## src/rtl/cpu_pkg.sv

```systemverilog
// Shared CPU-slice definitions: default widths/sizes and the external-port
// address helper used by both the register file and the output port.
package cpu_pkg;

    localparam int DEFAULT_WIDTH = 8;
    localparam int DEFAULT_N_REG = 8;
    localparam int DEFAULT_DEPTH = 4;

    // The top register address is not stored in the register file; it maps to
    // the external output port instead.
    function automatic int ext_addr(input int n_reg);
        return n_reg - 1;
    endfunction

    function automatic bit is_pow2(input int v);
        return (v >= 2) && ((v & (v - 1)) == 0);
    endfunction

endpackage

```

## src/rtl/sync_fifo.sv

```systemverilog
// Single-clock FIFO with registered occupancy count; full/empty/count derive
// only from registered state, read data comes from the head entry.
module sync_fifo
    import cpu_pkg::*;
#(
    parameter int WIDTH = DEFAULT_WIDTH,
    parameter int DEPTH = DEFAULT_DEPTH,
    localparam int AW = $clog2(DEPTH),
    localparam int CW = $clog2(DEPTH + 1)
) (
    input  logic             clk,
    input  logic             rst_n,
    input  logic             push,
    input  logic             pop,
    input  logic [WIDTH-1:0] wdata,
    output logic [WIDTH-1:0] rdata,
    output logic             full,
    output logic             empty,
    output logic [CW-1:0]    count
);

    logic [WIDTH-1:0] mem [DEPTH];
    logic [AW-1:0]    wr_ptr;
    logic [AW-1:0]    rd_ptr;
    logic [CW-1:0]    cnt;
    logic             do_push;
    logic             do_pop;

    assign full    = (cnt == CW'(DEPTH));
    assign empty   = (cnt == '0);
    assign count   = cnt;
    assign do_push = push && !full;
    assign do_pop  = pop && !empty;
    assign rdata   = mem[rd_ptr];

    // NOTE: storage has no reset; stale entries are never visible while cnt is 0,
    // and leaving it unreset lets the array map onto plain RAM/flops without reset.
    always_ff @(posedge clk) begin
        if (do_push) begin
            mem[wr_ptr] <= wdata;
        end
    end

    // DEPTH is a power of two, so pointers wrap naturally at their bit width.
    always_ff @(posedge clk or negedge rst_n) begin
        if (!rst_n) begin
            wr_ptr <= '0;
            rd_ptr <= '0;
            cnt    <= '0;
        end else begin
            if (do_push) begin
                wr_ptr <= wr_ptr + AW'(1);
            end
            if (do_pop) begin
                rd_ptr <= rd_ptr + AW'(1);
            end
            case ({do_push, do_pop})
                2'b10:   cnt <= cnt + CW'(1);
                2'b01:   cnt <= cnt - CW'(1);
                default: cnt <= cnt;
            endcase
        end
    end

endmodule

```

## src/rtl/out_port.sv

```systemverilog
// External output port: decodes datapath writes to the top register address
// into a FIFO drained by a valid/ready user interface, with sticky overflow.
module out_port
    import cpu_pkg::*;
#(
    parameter int WIDTH = DEFAULT_WIDTH,
    parameter int N_REG = DEFAULT_N_REG,
    parameter int DEPTH = DEFAULT_DEPTH,
    localparam int AW = $clog2(N_REG),
    localparam int LW = $clog2(DEPTH + 1)
) (
    input  logic             clk,
    input  logic             rst_n,
    input  logic [AW-1:0]    a,
    input  logic             ce,
    input  logic [WIDTH-1:0] in,
    output logic             full,
    output logic [WIDTH-1:0] user_out,
    output logic             user_valid,
    input  logic             user_ready,
    output logic [LW-1:0]    level,
    output logic             overflow
);

    localparam logic [AW-1:0] EXT_A = AW'(ext_addr(N_REG));

    logic             ext_wr;
    logic             fifo_empty;
    logic             fifo_full;
    logic [WIDTH-1:0] head;
    logic             overflow_q;

    assign ext_wr = ce && (a == EXT_A);

    sync_fifo #(
        .WIDTH (WIDTH),
        .DEPTH (DEPTH)
    ) u_fifo (
        .clk   (clk),
        .rst_n (rst_n),
        .push  (ext_wr),
        .pop   (user_ready),
        .wdata (in),
        .rdata (head),
        .full  (fifo_full),
        .empty (fifo_empty),
        .count (level)
    );

    // A write against a full buffer is lost even if the user pops that same
    // cycle: fullness is judged on the registered count, not the next one.
    always_ff @(posedge clk or negedge rst_n) begin
        if (!rst_n) begin
            overflow_q <= 1'b0;
        end else if (ext_wr && fifo_full) begin
            overflow_q <= 1'b1;
        end
    end

    assign full       = fifo_full;
    assign user_valid = !fifo_empty;
    assign user_out   = user_valid ? head : '0;
    assign overflow   = overflow_q;

endmodule

```

## config.mk

```make
export PLATFORM = sky130hd
export DESIGN_NAME = out_port
export DESIGN_NICKNAME = d
export VERILOG_FILES = /design/src/rtl/cpu_pkg.sv /design/src/rtl/sync_fifo.sv /design/src/rtl/out_port.sv
export SDC_FILE = /design/constraint.sdc
export NUM_CORES = 1
export LEC_CHECK = 0
export BUFFER_PORTS_ARGS = -buffer_cell sky130_fd_sc_hd__buf_2
export CORE_UTILIZATION = 58
export DETAILED_ROUTE_END_ITERATION = 16
export HOLD_SLACK_MARGIN = 0.05
export PLACE_DENSITY = 0.85
export SYNTH_ARGS = -nofsm -noshare
export SYNTH_HDL_FRONTEND = slang
export SYNTH_SLANG_ARGS = --single-unit
export TNS_END_PERCENT = 30
```

## constraint.sdc

```tcl
create_clock -name clk -period 3.4 [get_ports clk]
set_clock_uncertainty 0.2 [all_clocks]
set_input_delay 0.34 -clock clk [delete_from_list [all_inputs] [get_ports clk]]
set_output_delay 0.34 -clock clk [all_outputs]
set_load 0.05 [all_outputs]
```

==> impl.org <==
** Run status
- Result of the run :: finished clean

** Logic synthesis
- Proportion of synthesized chip area in sequential cells :: 0.690
- The synthesized netlist occupies a cell area of 0.00168 mm².
- Ranked by total cell area, the synthesized netlist is headed by sky130_fd_sc_hd__edfxtp_1, sky130_fd_sc_hd__dfrtp_1, sky130_fd_sc_hd__mux4_2, sky130_fd_sc_hd__and2_1, sky130_fd_sc_hd__ha_1.
- Area share of the largest cell type after synthesis :: 0.571
- Summed over all instances, the cell type with the most area after synthesis is sky130_fd_sc_hd__edfxtp_1.
- Count of flip-flops with a built-in enable after synthesis :: 32
- Most common cell in the netlist :: sky130_fd_sc_hd__edfxtp_1
- After synthesis the netlist holds a flip-flop and latch count of 40.
- In the synthesized netlist the async set-or-reset flop fraction comes to 0.200.
- Count of mapped cells out of synthesis :: 92
- Yosys printed 0 warnings.
- Each instance of the synthesized netlist takes up on average 18.3 µm².
- The commonest cells after synthesis are sky130_fd_sc_hd__edfxtp_1, sky130_fd_sc_hd__and2_1, sky130_fd_sc_hd__dfrtp_1, sky130_fd_sc_hd__mux4_2, sky130_fd_sc_hd__inv_1.
- Leading register cell type out of synthesis :: sky130_fd_sc_hd__edfxtp_1
- The netlist uses 19 different library cells.
- Synthesized net count :: 113

** Power
- Cell-internal power :: 953 µW
- Dividing total power by cell area gives a power density of 854 mW/mm².
- Leakage component of the power :: 0.000773 µW
- Fraction of power consumed by combinational cells :: 0.456
- Sequential power share :: 0.402
- Power comes to 1690 µW.
- For this design the total switching power over the nets is 740 µW.
- Of the total power, the share spent switching nets is 0.437.
- Clock Power Share :: 0.141
- VDD sags by at most 774 µV.

** Layout
- Sequential cell area :: 0.00116 mm²
- In the final layout, the share of cells above drive strength 1 is 0.336.
- In the final layout, the multi-input gates occupy 468 µm².
- Non-filler cells, final :: 165
- Final #Nets :: 154
- FILL cells :: 177
- Area growth syn-to-layout :: 17.8%
- Fin area :: 0.00198 mm²
- 0 antenna diodes ended up in the layout.
- Post-Route Utilization :: 0.719

** Clock tree
- The root buffer cell chosen for the clock tree is sky130_fd_sc_hd__clkbuf_4.
- Post-cts hold buffer count :: 9
- Post-CTS setup buffer count :: 0
- Number of CTS-inserted buffers :: 5
- Clock-pin slew was measured on the worst setup and hold paths at 0.11 ns.
- CTS H-Tree Depth :: 2
- The clock net in this run drives a total of 40 sinks.
- Worst-skew pair later-pin latency :: 0.34 ns
- The number of gates resized after CTS was 0.
- TritonCTS built the clock tree.
- Number of buffers on the longest clock path :: 2

** Placement
- Routability congestion estimate from global placement :: 0.721
- Cell Count Post-Placement :: 148
- Area of placed instances :: 0.00183 mm²
- Port buffering added 28 buffers.
- Detailed Place HPWL :: 1.86 mm

** Job
- Count of max-cap constraint violations :: 0

** Hold path
- Min-Delay Path Class :: primary input to flop

** Routing
- After detailed routing, the total wire length is 2.73 mm.
- The first routing iteration left 13 violations.
- The pre-antenna-repair detailed-routing pass consisted of 4 iterations.
- Average vias per placed instance :: 5.36
- Met1 Wirelength :: 1.12 mm
- Dividing the detail-routed wire length by the instance count gives 16.5 µm.
- Count of vias placed by the detailed router :: 885
- Antenna Nets Post-Route :: 0
- DRC violation count after routing :: 0
- Wire segments on met2 add up to 1.45 mm in the final route.
- Highest routed layer :: met4
- Metal3 WL :: 104 µm

** Global routing
- Number of global-route vias before repair :: 974
- Total track usage :: 0.200
- Wire length of the first global-routing pass :: 4.47 mm
- The total overflow left after global routing is 0.
- Largest net degree at the start of global routing :: 13
- Number of antenna violations at the first check in global routing :: 0

** Worst setup path
- The worst setup path is of the flop to output port kind.
- Sum of buffers and inverters on the critical path :: 1
- Crit path DAT :: 2.01 ns
- STA classifies the critical path endpoint as an output port.
- Largest stage delay on the critical path :: 0.73 ns
- STA classifies the critical path startpoint as a flop.
- In this run the worst path has a maximum fanout of 10.
- Walking the worst path, the cells encountered are mux4_2 > and2_1 > buf_2.
- Setup slack, reg-to-reg :: 1.16 ns
- Category of cells accounting for the largest share of critical-path delay :: flip-flops
- Required time of the worst setup path :: 2.86 ns
- The slowest stage of the critical path belongs to the cell sky130_fd_sc_hd__dfrtp_1.

** Timing
- Final Setup Violations :: 0
- The number of max-slew violations in the final report was 0.
- Final hold viol count :: 0
- Measured against its own limit, the worst slew margin works out to 0.613.
- Setup repair after global routing missed its margin :: no
- Highest clock frequency the design can meet :: 392 MHz
- After routing, the total negative slack on setup checks comes to 0 ns.
- Minimum period implied by the final worst setup slack :: 2.55 ns
- In the finished design, the share of the clock period the worst path needs comes to 0.750.
- Worst slew pin tran :: 0.580 ns

** Floorplanning
- Number of top-level pins :: 29
- The die covers 0.00312 mm².
- Count of standard-cell rows :: 19
- Effective utilization at floorplan :: 0.610
- Die Wd :: 55.9 µm
- Die height :: 55.9 µm
- Standard cell core area :: 0.00276 mm²
==> state kept, by name (all words and copies together) (netlist names) <==
register,count
u_fifo.mem,32
u_fifo.count,3
u_fifo.rd_ptr,2
u_fifo.wr_ptr,2
overflow,1
==> power by group through the flow <==
stage / sequential [µW] / clock [µW] / combinational, µW
floorplan: 719 / 0 / 598
global placement: 689 / 0 / 743
detailed placement: 696 / 0 / 774
CTS: 685 / 249 / 782
global route: 695 / 260 / 822
finish: 682 / 239 / 773
==> layout make-up <==
type / count / area share
multi-input cells: 42 / 0.236
inverters: 7 / 0.0132
clock buffers: 7 / 0.0278
repair buffers: 37 / 0.116
well taps: 31 / 0.0196
flip-flops and latches: 40 / 0.585
clock inverters: 1 / 0.00189
==> through the flow <==
stage | hold WS [ns] | setup WS [ns]
after floorplan | -0.156 | 0.756
after global placement | -0.00919 | 1.21
after detailed placement | -0.00196 | 1.16
after CTS | 0.0857 | 0.793
after global routing | 0.0814 | 0.700
final | 0.104 | 0.851
==> tightest hold or removal path: stages <==
cell	delay, ns
sky130_fd_sc_hd__buf_2	0.11
sky130_fd_sc_hd__nand3_1	0.10
sky130_fd_sc_hd__xnor2_1	0.07
==> layout by cell type (no fill, tap or decap), types with 3 or more instances in the layout <==
cell / netlist / routed
sky130_fd_sc_hd__edfxtp_1: 32 / 32
sky130_fd_sc_hd__clkbuf_4: 0 / 5
sky130_fd_sc_hd__mux4_2: 8 / 8
sky130_fd_sc_hd__and2_1: 13 / 13
sky130_fd_sc_hd__xnor2_1: 3 / 3
sky130_fd_sc_hd__buf_2: 0 / 28
sky130_fd_sc_hd__dlygate4sd3_1: 0 / 9
sky130_fd_sc_hd__inv_1: 7 / 7
sky130_fd_sc_hd__dfrtp_1: 8 / 8
sky130_fd_sc_hd__xor2_1: 3 / 3
sky130_fd_sc_hd__ha_1: 5 / 5
==> kinds of logic after synthesis <==
family | after synthesis | synth area share
flops | 40 | 0.690
compound gates | 1 | 0.00446
mux | 10 | 0.120
fa+ha+maj | 6 | 0.0491
simple gates | 19 | 0.0736
xor+xnor | 6 | 0.0312
buf+inv | 10 | 0.0320
==> final timing paths <==
kind	endpoint	start	cells after the start
worst min register to register	overflow	overflow	1
worst max register to register	u_fifo.count[2]	u_fifo.count[0]	8
worst max-delay path	user_out[0]	u_fifo.rd_ptr[0]	3
worst min-delay path	u_fifo.rd_ptr[1]	user_ready	3
max in group asynchronous	u_fifo.wr_ptr[0]	rst_n	2
min in group asynchronous	u_fifo.count[0]	rst_n	2
==> per-layer routing <==
layer | GRT usage | up-vias
met3 | 0.0488 | 5
li1 | - | 419
met1 | 0.243 | 440
met2 | 0.332 | 21
met4 | 0.108 | 0
met5 | 0 | -
(Power assumes the default switching activity.)
